[config.mk]
export PLATFORM = sky130hd
export DESIGN_NAME = pc_fetch_flat
export DESIGN_NICKNAME = d
export VERILOG_FILES = /design/src/rtl/pc_fetch_if.sv /design/src/rtl/pc_fetch.sv /design/src/flat_wrapper.sv
export SDC_FILE = /design/constraint.sdc
export NUM_CORES = 1
export LEC_CHECK = 0
export ABC_AREA = 1
export CAP_MARGIN = 25
export CORE_ASPECT_RATIO = 0.5
export CORE_MARGIN = 2
export CORE_UTILIZATION = 37
export CTS_CLUSTER_DIAMETER = 120
export DETAILED_ROUTE_END_ITERATION = 16
export GPL_TIMING_DRIVEN = 1
export HOLD_SLACK_MARGIN = 0.03
export MAX_ROUTING_LAYER = met4
export PLACE_DENSITY = 0.74
export SLEW_MARGIN = 30
export SYNTH_ARGS = -nofsm -noshare
export SYNTH_HDL_FRONTEND = slang
export SYNTH_SLANG_ARGS = --single-unit
[constraint.sdc]
create_clock -name clk -period 1.2 [get_ports clk]
set_input_delay 0.36 -clock clk [delete_from_list [all_inputs] [get_ports clk]]
set_output_delay 0.36 -clock clk [all_outputs]
set_load 0.005 [all_outputs]
[src/rtl/pc_fetch_if.sv]
// Fetch-unit bus bundle: jump unit, program memory and decoder signals.
// The master modport is the fetch unit; the slave modport is its environment.
interface pc_fetch_if;
    // jump unit
    logic       pcoe;
    logic [7:0] pcin;
    logic [7:0] pcout;
    // issue control
    logic       halt;
    // program memory
    logic       mem_req;
    logic [7:0] mem_addr;
    logic       mem_ack;
    logic [7:0] mem_data;
    // decoder
    logic [7:0] ir;
    logic       ir_valid;
    logic       ir_ready;

    modport master (
        input  pcoe, pcin, halt, mem_ack, mem_data, ir_ready,
        output pcout, mem_req, mem_addr, ir, ir_valid
    );

    modport slave (
        output pcoe, pcin, halt, mem_ack, mem_data, ir_ready,
        input  pcout, mem_req, mem_addr, ir, ir_valid
    );
endinterface

[src/rtl/pc_fetch.sv]
// Program counter and instruction fetch unit.
// Issues one byte fetch at a time, holds the result in ir until the decoder
// takes it, and redirects on jumps. A jump that lands while a fetch is in
// flight marks that fetch for discard when its ack finally arrives.
module pc_fetch #(
    parameter logic [7:0] RESET_VECTOR = 8'h00
) (
    input  logic          clk,
    input  logic          reset,
    pc_fetch_if.master    bus
);

    typedef enum logic [1:0] {
        ST_FETCH   = 2'd0,
        ST_WAIT    = 2'd1,
        ST_DELIVER = 2'd2
    } state_t;

    state_t     r_state;
    state_t     w_state_nxt;

    logic [7:0] r_pcout;
    logic [7:0] r_ir;
    logic       r_ir_valid;
    logic       r_flush;

    logic       w_jump;
    logic       w_ack;
    logic       w_accept;
    logic       w_discard;
    logic       w_xfer;
    logic       w_mem_req;

    // Event decode shared by the FSM and the datapath registers.
    always_comb begin
        w_jump    = bus.pcoe;
        w_ack     = (r_state == ST_WAIT) && bus.mem_ack;
        // A pending flush or a same-cycle jump turns the ack into a discard.
        w_accept  = w_ack && !r_flush && !w_jump;
        w_discard = w_ack && (r_flush || w_jump);
        // A jump in DELIVER overrides a simultaneous ready handshake.
        w_xfer    = (r_state == ST_DELIVER) && r_ir_valid && bus.ir_ready && !w_jump;
    end

    // State register.
    always_ff @(posedge clk or negedge reset) begin
        if (!reset) begin
            r_state <= ST_FETCH;
        end else begin
            r_state <= w_state_nxt;
        end
    end

    // Next-state logic.
    always_comb begin
        w_state_nxt = r_state;
        unique case (r_state)
            ST_FETCH: begin
                if (!w_jump && !bus.halt) begin
                    w_state_nxt = ST_WAIT;
                end
            end
            ST_WAIT: begin
                if (w_accept) begin
                    w_state_nxt = ST_DELIVER;
                end else if (w_discard) begin
                    w_state_nxt = ST_FETCH;
                end
            end
            ST_DELIVER: begin
                if (w_jump || w_xfer) begin
                    w_state_nxt = ST_FETCH;
                end
            end
            default: w_state_nxt = ST_FETCH;
        endcase
    end

    // Outputs decoded from state: the request is live for the whole WAIT state.
    always_comb begin
        w_mem_req = (r_state == ST_WAIT);
    end

    // Program counter: a jump wins over the post-fetch increment.
    always_ff @(posedge clk or negedge reset) begin
        if (!reset) begin
            r_pcout <= RESET_VECTOR;
        end else if (w_jump) begin
            r_pcout <= bus.pcin;
        end else if (w_accept) begin
            r_pcout <= r_pcout + 8'd1;
        end
    end

    // Instruction register: captures only accepted fetch data.
    always_ff @(posedge clk or negedge reset) begin
        if (!reset) begin
            r_ir <= '0;
        end else if (w_accept) begin
            r_ir <= bus.mem_data;
        end
    end

    // ir_valid: set on accepted data, cleared by transfer or a jump in DELIVER.
    always_ff @(posedge clk or negedge reset) begin
        if (!reset) begin
            r_ir_valid <= 1'b0;
        end else if (w_accept) begin
            r_ir_valid <= 1'b1;
        end else if ((r_state == ST_DELIVER) && (w_jump || w_xfer)) begin
            r_ir_valid <= 1'b0;
        end
    end

    // Flush flag: armed by a jump during an outstanding fetch, cleared by its ack.
    always_ff @(posedge clk or negedge reset) begin
        if (!reset) begin
            r_flush <= 1'b0;
        end else if (w_ack) begin
            r_flush <= 1'b0;
        end else if ((r_state == ST_WAIT) && w_jump) begin
            r_flush <= 1'b1;
        end
    end

    assign bus.pcout    = r_pcout;
    assign bus.mem_req  = w_mem_req;
    assign bus.mem_addr = r_pcout;
    assign bus.ir       = r_ir;
    assign bus.ir_valid = r_ir_valid;

endmodule

[src/flat_wrapper.sv]
// flat-port wrapper written by rule: the top's interface ports become plain ports
module pc_fetch_flat 
#(
    parameter logic [7:0] RESET_VECTOR = 8'h00
)
  (clk, reset, bus_pcoe, bus_pcin, bus_halt, bus_mem_ack, bus_mem_data, bus_ir_ready, bus_pcout, bus_mem_req, bus_mem_addr, bus_ir, bus_ir_valid);
  pc_fetch_if bus_i ();
  input  logic clk;
  input  logic reset;
  input wire logic [$bits(bus_i.pcoe)-1:0] bus_pcoe;
  input wire logic [$bits(bus_i.pcin)-1:0] bus_pcin;
  input wire logic [$bits(bus_i.halt)-1:0] bus_halt;
  input wire logic [$bits(bus_i.mem_ack)-1:0] bus_mem_ack;
  input wire logic [$bits(bus_i.mem_data)-1:0] bus_mem_data;
  input wire logic [$bits(bus_i.ir_ready)-1:0] bus_ir_ready;
  output wire logic [$bits(bus_i.pcout)-1:0] bus_pcout;
  output wire logic [$bits(bus_i.mem_req)-1:0] bus_mem_req;
  output wire logic [$bits(bus_i.mem_addr)-1:0] bus_mem_addr;
  output wire logic [$bits(bus_i.ir)-1:0] bus_ir;
  output wire logic [$bits(bus_i.ir_valid)-1:0] bus_ir_valid;
  assign bus_i.pcoe = bus_pcoe;
  assign bus_i.pcin = bus_pcin;
  assign bus_i.halt = bus_halt;
  assign bus_i.mem_ack = bus_mem_ack;
  assign bus_i.mem_data = bus_mem_data;
  assign bus_i.ir_ready = bus_ir_ready;
  assign bus_pcout = bus_i.pcout;
  assign bus_mem_req = bus_i.mem_req;
  assign bus_mem_addr = bus_i.mem_addr;
  assign bus_ir = bus_i.ir;
  assign bus_ir_valid = bus_i.ir_valid;
  pc_fetch #(.RESET_VECTOR(RESET_VECTOR)) u_core (.clk(clk), .reset(reset), .bus(bus_i));
endmodule
==> Word level (Yosys, flattened, before mapping) <==
Index checks and enable logic that the tools add are counted.
{ "totals": {"register_bits": 20, "output_inout_bits": 26, "word_cells": 42} }
{ "classes": {"addsub": 1, "eq_ne": 5, "muxes": 11, "reduce_logical": 20} }
{ "ops": {"columns": ["cell", "n"], "rows": [
  ["8-bit 2-to-1 mux", 2],
  ["1-bit logical AND", 10],
  ["8-bit by 1-bit adder with 8-bit output, second input constant", 1],
  ["2-bit 2-to-1 mux", 4],
  ["2-bit case mux with 3 select lines", 1],
  ["2-bit nonzero test", 3],
  ["1-bit 2-to-1 mux", 4],
  ["2-bit by 1-bit inequality test with 1-bit output, second input constant", 2],
  ["1-bit zero test", 3],
  ["3-bit by 1-bit inequality test with 1-bit output, second input constant", 1],
  ["3-bit AND reduction", 1],
  ["2-bit by 1-bit == test with 1-bit output, second input constant", 1],
  ["2-bit == test, second input constant", 1],
  ["2-bit zero test", 1],
  ["1-bit logical OR", 2]
]} }

==> Logic depth before layout (Yosys ltp) <==
Gate-level depths: netlist (run 1).
{ "depth": {"word_depth": 8, "mapped_depth": 8, "mapped_depth_nobuf": 8} }

==> Worst setup path after synthesis (run 1) <==
No wires, ideal clock.
{ "synth_timing": {"kind": "register -> register", "from": "register u_core.r_pcout[0] (netlist: u_core.bus.mem_addr[0])", "to": "register u_core.r_pcout[2] (netlist: u_core.bus.mem_addr[2])", "t_arrival_ns": 1.096, "t_required_ns": 1.083, "setup_slack_ns": -0.013, "stages_incl_launch_ff": 7, "path_buffers": 0, "cell_sequence": "dfrtp_1 ha_1 or2_2 nand3_1 nand2_1 nand2_1 nand2_1"} }
{ "synth_via": {"elab_chain_len": 3} }
{ "synth_lines": {"columns": ["item", "line_no", "text"], "rows": [
  ["from (decl)", "pc_fetch.sv:22", "logic [7:0] r_pcout;"],
  ["from (signal assigned)", "pc_fetch.sv:89", "r_pcout <= bus.pcin;"],
  ["from (signal assigned)", "pc_fetch.sv:91", "r_pcout <= r_pcout + 8'd1;"],
  ["8-bit by 1-bit adder with 8-bit output", "pc_fetch.sv:91", null],
  ["8-bit 2-to-1 mux", "pc_fetch.sv:90", "end else if (w_accept) begin"],
  ["8-bit 2-to-1 mux", "pc_fetch.sv:88", "end else if (w_jump) begin"]
]} }
Every way passes these cells. The select of a mux whose other input is x is not followed.
A chain may end at the register's enable or synchronous reset.

==> Final worst setup path (run 1) <==
{ "layout_timing": {"from": "register u_core.r_pcout[1] (netlist: u_core.bus.mem_addr[1])", "to": "register u_core.r_pcout[2] (netlist: u_core.bus.mem_addr[2])"} }
The elaborated chain is that of the path after synthesis.

==> insert_results.sql, run 1 <==
INSERT INTO impl_metrics (metric_group, metric, value, unit) VALUES
('status', 'outcome', 'finished, violations left', ''),
('status', 'violations', 'negative setup slack', ''),
('clock_tree', 'clkSinkCount', '20', ''),
('synth', 'synth_top_flop_cell', 'sky130_fd_sc_hd__dfrtp_1', ''),
('route', 'num_vias', '1165', ''),
('worst_setup_path', 'critical_path_class', 'register to register', ''),
('global_routing', 'grt_max_degree', '21', ''),
('route', 'wirelength', '2.878', 'mm'),
('power', 'switching_share', '0.3374', ''),
('synth', 'synth-edff-count', '0', ''),
('synth', 'netlist_area', '0.001116', 'mm²'),
('timing', 'skew', '1.920', 'ps'),
('placement', 'pre_cts_ws', '-333.5', 'ps'),
('synth', 'synth.ff_latch_count', '20', ''),
('worst_setup_path', 'startpoint', 'u_core.bus.mem_addr[1]', ''),
('route', 'detail_route.first_pass.iterations', '4', ''),
('final_layout', 'final.fill_count', '261', ''),
('timing', 'worst_pin_slew', '218.4', 'ps'),
('clock_tree', 'cts.htree.levels', '1', ''),
('placement', 'io_buffers', '47', ''),
('synth', 'synthesis.nets', '170', ''),
('power', 'seqPwrFrac', '0.310', ''),
('synth', 'post-synth-top-area-fraction', '0.4484', ''),
('floorplanning', 'top_level_ports', '48', ''),
('global_routing', 'via_count_of_the_first_global_routing_pass', '1129', ''),
('global_routing', 'grt_first_pass_wirelength', '4.767', 'mm'),
('power', 'powerDensity', '1853', 'mW/mm²'),
('floorplanning', 'design.core.area', '0.002943', 'mm²'),
('power', 'p_int', '2315', 'µW'),
('floorplanning', 'chipWidth', '81.67', 'µm'),
('flow_run', 'max-cap-violations', '0', ''),
('power', 'ir_worst_vdd', '688.5', 'µV'),
('final_layout', 'final_layout_size_suffix_gt1_frac', '0.4240', ''),
('power', 'combinationalPowerShare', '0.489', ''),
('clock_tree', 'cts.clk_slew.worst_paths', '80', 'ps'),
('synth', 'yosys.area_share.simple', '0.3543', ''),
('synth', 'synth_top_cells_by_area', 'sky130_fd_sc_hd__dfrtp_1, sky130_fd_sc_hd__nand2_1, sky130_fd_sc_hd__buf_4', ''),
('timing', 'timing_max_transition_violations_final', '0', ''),
('global_routing', 'global_route.usage.total', '0.1852', ''),
('clock_tree', 'clkLatencyLatePin', '270', 'ps'),
('synth', 'asyncSetResetFlopFracSynth', '1.000', ''),
('timing', 'layout_setup_ws', '-98.94', 'ps'),
('synth', 'synth-xor-area-share', '0.01570', ''),
('placement', 'gp_congestion', '0.9013', ''),
('synth', 'synth_common_cells', 'sky130_fd_sc_hd__nand2_1, sky130_fd_sc_hd__dfrtp_1, sky130_fd_sc_hd__inv_1, sky130_fd_sc_hd__nand3_1, sky130_fd_sc_hd__buf_4', ''),
('worst_hold_path', 'min-delay-path-class', 'input port to async pin', ''),
('placement', 'detailedPlacementHpwl', '2.035', 'mm'),
('floorplanning', 'fp-row-count', '14', ''),
('clock_tree', 'cts.hold.buffers_added', '0', ''),
('global_routing', 'remaining_global_route_overflow', '0', ''),
('worst_setup_path', 'worst_ep_arrival_time', '1470', 'ps'),
('worst_setup_path', 'timing.reg2reg.setup_slack', '-100', 'ps'),
('synth', 'yosys_warns', '0', ''),
('worst_setup_path', 'cp_data_required_time', '1370', 'ps'),
('synth', 'netlist-cell-type-count', '18', ''),
('clock_tree', 'numCtsBuffers', '3', ''),
('worst_setup_path', 'regToRegStartpoint', 'u_core.bus.mem_addr[1]', ''),
('final_layout', 'diodes', '0', ''),
('synth', 'yosys.area_share.adder', '0.01121', ''),
('final_layout', 'multiInputGateArea', '548.0', 'µm²'),
('timing', 'timing.final.setup_violations', '10', ''),
('timing', 'fmax', '769.9', 'MHz'),
('synth', 'combinational_family_with_the_most_area_after_synthesis', 'simple AND/OR/NAND/NOR gates', ''),
('worst_setup_path', 'timing.critical_path.to_type', 'register', ''),
('timing', 'period_share', '1.082', ''),
('synth', 'synth-compound-area-share', '0.04260', ''),
('timing', 'final.min_clock_period', '1299', 'ps'),
('timing', 'slew_headroom', '0.8531', ''),
('worst_setup_path', 'largest_driver_fanout_on_the_critical_path', '3', ''),
('floorplanning', 'die-area', '0.003498', 'mm²'),
('floorplanning', 'die_height', '42.84', 'µm');
==> layout by cell type, fill, tap and decap left out <==
cell and n:
sky130_fd_sc_hd__nand2_1 53, sky130_fd_sc_hd__buf_2 21, sky130_fd_sc_hd__dfrtp_1 20, sky130_fd_sc_hd__clkdlybuf4s50_1 19
sky130_fd_sc_hd__buf_4 19, sky130_fd_sc_hd__nand2_2 14, sky130_fd_sc_hd__buf_6 13, sky130_fd_sc_hd__nand3_1 10
sky130_fd_sc_hd__inv_1 7, sky130_fd_sc_hd__inv_2 6, sky130_fd_sc_hd__nand3_2 4, sky130_fd_sc_hd__nor2_1 3
sky130_fd_sc_hd__a21oi_1 3, sky130_fd_sc_hd__o21ai_0 3, sky130_fd_sc_hd__clkbuf_8 3, sky130_fd_sc_hd__nor2_4 2
sky130_fd_sc_hd__o21ai_1 2, sky130_fd_sc_hd__xnor2_1 2, sky130_fd_sc_hd__buf_12 2, sky130_fd_sc_hd__nand4_4 1
sky130_fd_sc_hd__inv_4 1, sky130_fd_sc_hd__nand2_4 1, sky130_fd_sc_hd__nor2_2 1, sky130_fd_sc_hd__or2_4 1
sky130_fd_sc_hd__o31ai_1 1, sky130_fd_sc_hd__ha_4 1, sky130_fd_sc_hd__bufinv_16 1, sky130_fd_sc_hd__dlymetal6s2s_1 1
sky130_fd_sc_hd__dlygate4sd2_1 1, sky130_fd_sc_hd__buf_8 1
==> path summary, 6_finish.rpt <==
kind | endpoint | depth (start not counted)
worst max-delay path | u_core.bus.mem_addr[2] | 8
worst min-delay path | u_core.bus.mem_addr[2] | 2
worst max register to register | u_core.bus.mem_addr[2] | 8
worst min register to register | u_core.bus.ir[0] | 2
max in group asynchronous | u_core.bus.mem_addr[7] | 2
min in group clk | u_core.bus.ir[0] | 2
==> routing by layer <==
metal / wire (µm) / vias up / share of wire / track usage
li1: - / 585 / - / -
met5: 0 / - / 0 / -
met3: 128 / 6 / 0.044 / 0.04681
met1: 1247 / 546 / 0.43 / 0.2179
met2: 1452 / 28 / 0.50 / 0.3148
met4: 48 / 0 / 0.017 / 0.05667
==> flip-flops by register name, summed over array words and instances, names as in the netlist <==
register	flops
u_core.bus.ir	8
u_core.bus.ir_valid	1
u_core.bus.mem_addr	8
u_core.r_flush	1
u_core.r_state	2
==> kinds of logic after synthesis <==
family,count (synthesis)
buf+inv,25
flops,20
xor+xnor,2
compound gates,9
simple gates,90
fa+ha+maj,1
==> through the flow <==
step | power [µW] | std cells | hold slack (ps) | area (µm²) | setup TNS [ps]
2_1_floorplan | 1794 | 147 | 64.41 | 1119 | 0
3_3_place_gp | 2678 | 244 | 453.3 | 1732 | -5906
3_5_place_dp | 2729 | 244 | 458.3 | 1732 | -6622
4_1_cts | 3389 | 257 | 428.4 | 1821 | -502.9
5_1_grt | 3758 | 257 | 433.5 | 1886 | -1559
6_report | 3494 | 257 | 426.3 | 1886 | -551.2
==> layout make-up <==
type,instances,share of cell area
multi-input combinational,102,0.2906
inverter,14,0.02920
clock inverter,1,0.01593
tap,40,0.02654
clock buffer,3,0.02190
sequential,20,0.2654
timing repair buffer,77,0.3504
==> power by group through the flow <==
stage	clock network, µW	registers (µW)	logic [µW]
floorplan	0	1170	621
global placement	0	1100	1580
detailed placement	0	1120	1610
CTS	701	1080	1610
global route	749	1120	1890
finish	701	1080	1710
==> worst max-delay path: stages (launching register included) <==
cell	delay, ps
sky130_fd_sc_hd__dfrtp_1	390
sky130_fd_sc_hd__buf_6	120
sky130_fd_sc_hd__buf_6	110
sky130_fd_sc_hd__ha_4	150
sky130_fd_sc_hd__or2_4	220
sky130_fd_sc_hd__nand3_2	50
sky130_fd_sc_hd__nand2_1	40
sky130_fd_sc_hd__nand2_1	60
sky130_fd_sc_hd__nand2_1	40
==> timing repair <==
action / in CTS / in global routing
endpoints found under the setup margin: 42 / 25
gates resized for setup: 124 / 25
pin swaps: 4 / 17
buffers inserted: 11 / 0
Power figures use the tool's default switching activity.
==> run 2: changes to the inputs <==
- CAP_MARGIN: 25 -> unset
- SLEW_MARGIN: 30 -> 40
==> results of run 2 <==
No change in the layout: final DEF, timing and power equal those of run 1.
==> run 3: changes to the inputs <==
- CORE_MARGIN: 2 -> unset
==> run 3 against run 2 <==
The flow still finishes with violations (negative setup slack). Clock power fell by 0.6%. Routed wire length rose by 22%. Count of clock-buffer cells in the layout did not move. Cell count rose by 1.9%.
==> insert_results.sql, run 3 (synthesized netlist as in run 1, its figures left out) <==
INSERT INTO impl_metrics (metric_group, metric, value, unit) VALUES
('floorplanning', 'fp-row-count', '13', ''),
('route', 'ant_nets', '0', ''),
('global_routing', 'via_count_of_the_first_global_routing_pass', '1153', ''),
('clock_tree', 'cts_root_buf', 'sky130_fd_sc_hd__clkbuf_8', ''),
('timing', 'final.min_clock_period', '1380', 'ps'),
('floorplanning', 'die_height', '40.84', 'µm'),
('floorplanning', 'chipWidth', '79.67', 'µm'),
('route', 'avgViaCountPerCell', '4.786', ''),
('global_routing', 'grt_max_degree', '21', ''),
('final_layout', 'final_layout_size_suffix_gt1_frac', '0.4756', ''),
('final_layout', 'layout.cells.most_common_list', 'sky130_fd_sc_hd__nand2_1, sky130_fd_sc_hd__buf_4, sky130_fd_sc_hd__clkdlybuf4s50_1, sky130_fd_sc_hd__buf_2, sky130_fd_sc_hd__dfrtp_1', ''),
('timing', 'worst_pin_slew', '239.5', 'ps'),
('route', 'num_vias', '1254', ''),
('worst_setup_path', 'timing.reg2reg.setup_slack', '-180', 'ps'),
('final_layout', 'diodes', '0', ''),
('final_layout', 'final.fill_count', '200', ''),
('placement', 'io_buffers', '47', ''),
('clock_tree', 'cts.htree.levels', '1', ''),
('floorplanning', 'design.core.area', '0.002733', 'mm²'),
('global_routing', 'global_route.usage.total', '0.2173', ''),
('clock_tree', 'clkLatencyLatePin', '260', 'ps'),
('clock_tree', 'cts.clk_slew.worst_paths', '80', 'ps'),
('final_layout', 'nets_final', '249', ''),
('worst_setup_path', 'worst_ep_arrival_time', '1540', 'ps'),
('worst_setup_path', 'cp_data_required_time', '1360', 'ps'),
('final_layout', 'post_layout_nonfiller_instances', '262', ''),
('timing', 'fmax', '724.6', 'MHz'),
('global_routing', 'remaining_global_route_overflow', '0', ''),
('power', 'powerDensity', '1880', 'mW/mm²'),
('worst_setup_path', 'timing.critical_path.to_type', 'register', ''),
('timing', 'timing_max_transition_violations_final', '0', ''),
('worst_setup_path', 'worstSetupStartpointType', 'register', ''),
('worst_hold_path', 'min-delay-path-class', 'input port to async pin', ''),
('power', 'ir_worst_vdd', '874.4', 'µV'),
('clock_tree', 'numCtsBuffers', '3', ''),
('worst_setup_path', 'critical_path_class', 'register to register', ''),
('placement', 'gp_congestion', '0.8596', ''),
('placement', 'detailedPlacementHpwl', '2.105', 'mm'),
('route', 'wirelength', '3.525', 'mm'),
('timing', 'slew_headroom', '0.8399', ''),
('route', 'route.detailed.wl_per_inst', '13.45', 'µm'),
('floorplanning', 'die-area', '0.003253', 'mm²'),
('placement', 'numPlacedInstances', '238', ''),
('clock_tree', 'clkSinkCount', '20', ''),
('status', 'outcome', 'finished, violations left', ''),
('clock_tree', 'cts-root-to-sink-buffers', '2', ''),
('route', 'initialDrtViolationCount', '68', ''),
('route', 'drt_drc_violations_left', '0', ''),
('floorplanning', 'top_level_ports', '48', ''),
('clock_tree', 'tritoncts', 'done', ''),
('floorplanning', 'start_util', '0.4084', ''),
('timing', 'timing.final.setup_violations', '27', ''),
('flow_run', 'max-cap-violations', '0', ''),
('final_layout', 'final_standard_cell_area_without_fillers', '0.002006', 'mm²'),
('global_routing', 'antenna_found_initial', '0', ''),
('power', 'cellLeakagePower', '0.001057', 'µW'),
('worst_setup_path', 'largest_driver_fanout_on_the_critical_path', '3', ''),
('final_layout', 'layout.cells.most_common', 'sky130_fd_sc_hd__nand2_1', ''),
('timing', 'grt_setup_unrepaired', 'yes', ''),
('placement', 'dpl_cell_area', '0.001693', 'mm²'),
('route', 'detail_route.first_pass.iterations', '4', ''),
('timing', 'period_share', '1.150', ''),
('timing', 'timing_hold_violations_final', '0', ''),
('timing', 'layout_setup_ws', '-180.1', 'ps'),
('timing', 'skew', '2.662', 'ps'),
('global_routing', 'grt_first_pass_wirelength', '5.016', 'mm'),
('final_layout', 'synthToLayoutAreaGrowth', '79.71', '%'),
('status', 'violations', 'negative setup slack', '');
run 3: cell count changes in the layout (fill, tap and decap cells not counted), moves of 2 or more:
cell / previous run / this run
sky130_fd_sc_hd__nand3_1: 10 / 7
sky130_fd_sc_hd__o21ai_1: 2 / 0
sky130_fd_sc_hd__buf_2: 21 / 19
sky130_fd_sc_hd__o21ai_2: 0 / 2
sky130_fd_sc_hd__dlygate4sd2_1: 1 / 3
sky130_fd_sc_hd__nand2_1: 53 / 49
sky130_fd_sc_hd__nand2_4: 1 / 4
sky130_fd_sc_hd__nand3_2: 4 / 7
sky130_fd_sc_hd__buf_6: 13 / 17
sky130_fd_sc_hd__buf_4: 19 / 25
sky130_fd_sc_hd__inv_1: 7 / 11
sky130_fd_sc_hd__inv_2: 6 / 1
run 3: layout make-up:
| class | instances | area, µm² | area share |
|---|---|---|---|
| Clock buffer | 3 | 41.29 | 0.02059 |
| Timing Repair Buffer | 84 | 710.7 | 0.3543 |
| Inverter | 14 | 57.56 | 0.02870 |
| Tap cell | 37 | 46.29 | 0.02308 |
| Sequential cell | 20 | 501.7 | 0.2502 |
| Multi-Input combinational cell | 102 | 610.6 | 0.3044 |
| Timing Repair inverter | 1 | 7.507 | 0.003743 |
| Clock inverter | 1 | 30.03 | 0.01497 |
run 3: repair_timing:
action	in CTS	in global routing
resized for setup	131	29
cloned	0	1
hold buffers	0	0
buffers inserted	16	4
pin swaps	7	10
endpoints found under the setup margin	43	28
run 3: metal layers:
| metal | wire length [µm] | track usage | vias to the layer above |
|---|---|---|---|
| met5 | 0 | - | - |
| met4 | 0 | 0.04091 | 0 |
| met3 | 116 | 0.04889 | 0 |
| met2 | 1896 | 0.4167 | 37 |
| met1 | 1513 | 0.2460 | 612 |
| li1 | - | - | 605 |
run 3: power breakdown:
group | internal (µW) | total [µW] | switching [µW]
Sequential | 939 | 1090 | 151
Clock | 446 | 697 | 252
Combinational | 1060 | 1980 | 921
Total | 2450 | 3770 | 1320
run 3: worst paths after layout:
check / start / to / depth (start not counted)
worst max-delay path: u_core.bus.mem_addr[1] / u_core.bus.mem_addr[6] / 10
max in group asynchronous: reset / u_core.bus.mem_addr[0] / 2
worst min-delay path: reset / u_core.r_state[0] / 2
min in group clk: u_core.bus.ir[7] / u_core.bus.ir[7] / 2
worst min register to register: u_core.bus.ir[7] / u_core.bus.ir[7] / 2
worst max register to register: u_core.bus.mem_addr[1] / u_core.bus.mem_addr[6] / 10
run 3: stage by stage:
step	utilization	hold slack [ps]	power (µW)	setup slack [ps]	setup TNS [ps]
3_3_place_gp	0.6195	453.6	2648	-345.5	-6685
2_1_floorplan	-	64.41	1794	12.60	0
4_1_cts	0.6877	441.8	3543	-127.0	-803.2
3_5_place_dp	0.6195	462.7	2707	-383.2	-7370
6_report	0.7340	433.2	3771	-180.1	-2149
5_1_grt	0.7340	458.0	4023	-219.7	-3433
run 3: worst max-delay path, stage by stage (launching register included):
cell and delay, ps:
sky130_fd_sc_hd__dfrtp_1 390, sky130_fd_sc_hd__buf_6 110, sky130_fd_sc_hd__buf_6 100, sky130_fd_sc_hd__ha_4 150, sky130_fd_sc_hd__nand2_4 70, sky130_fd_sc_hd__nor2_4 110, sky130_fd_sc_hd__nand2_1 90, sky130_fd_sc_hd__nand2_2 70
sky130_fd_sc_hd__nand3_2 60, sky130_fd_sc_hd__nand2_2 70, sky130_fd_sc_hd__nand2_1 50
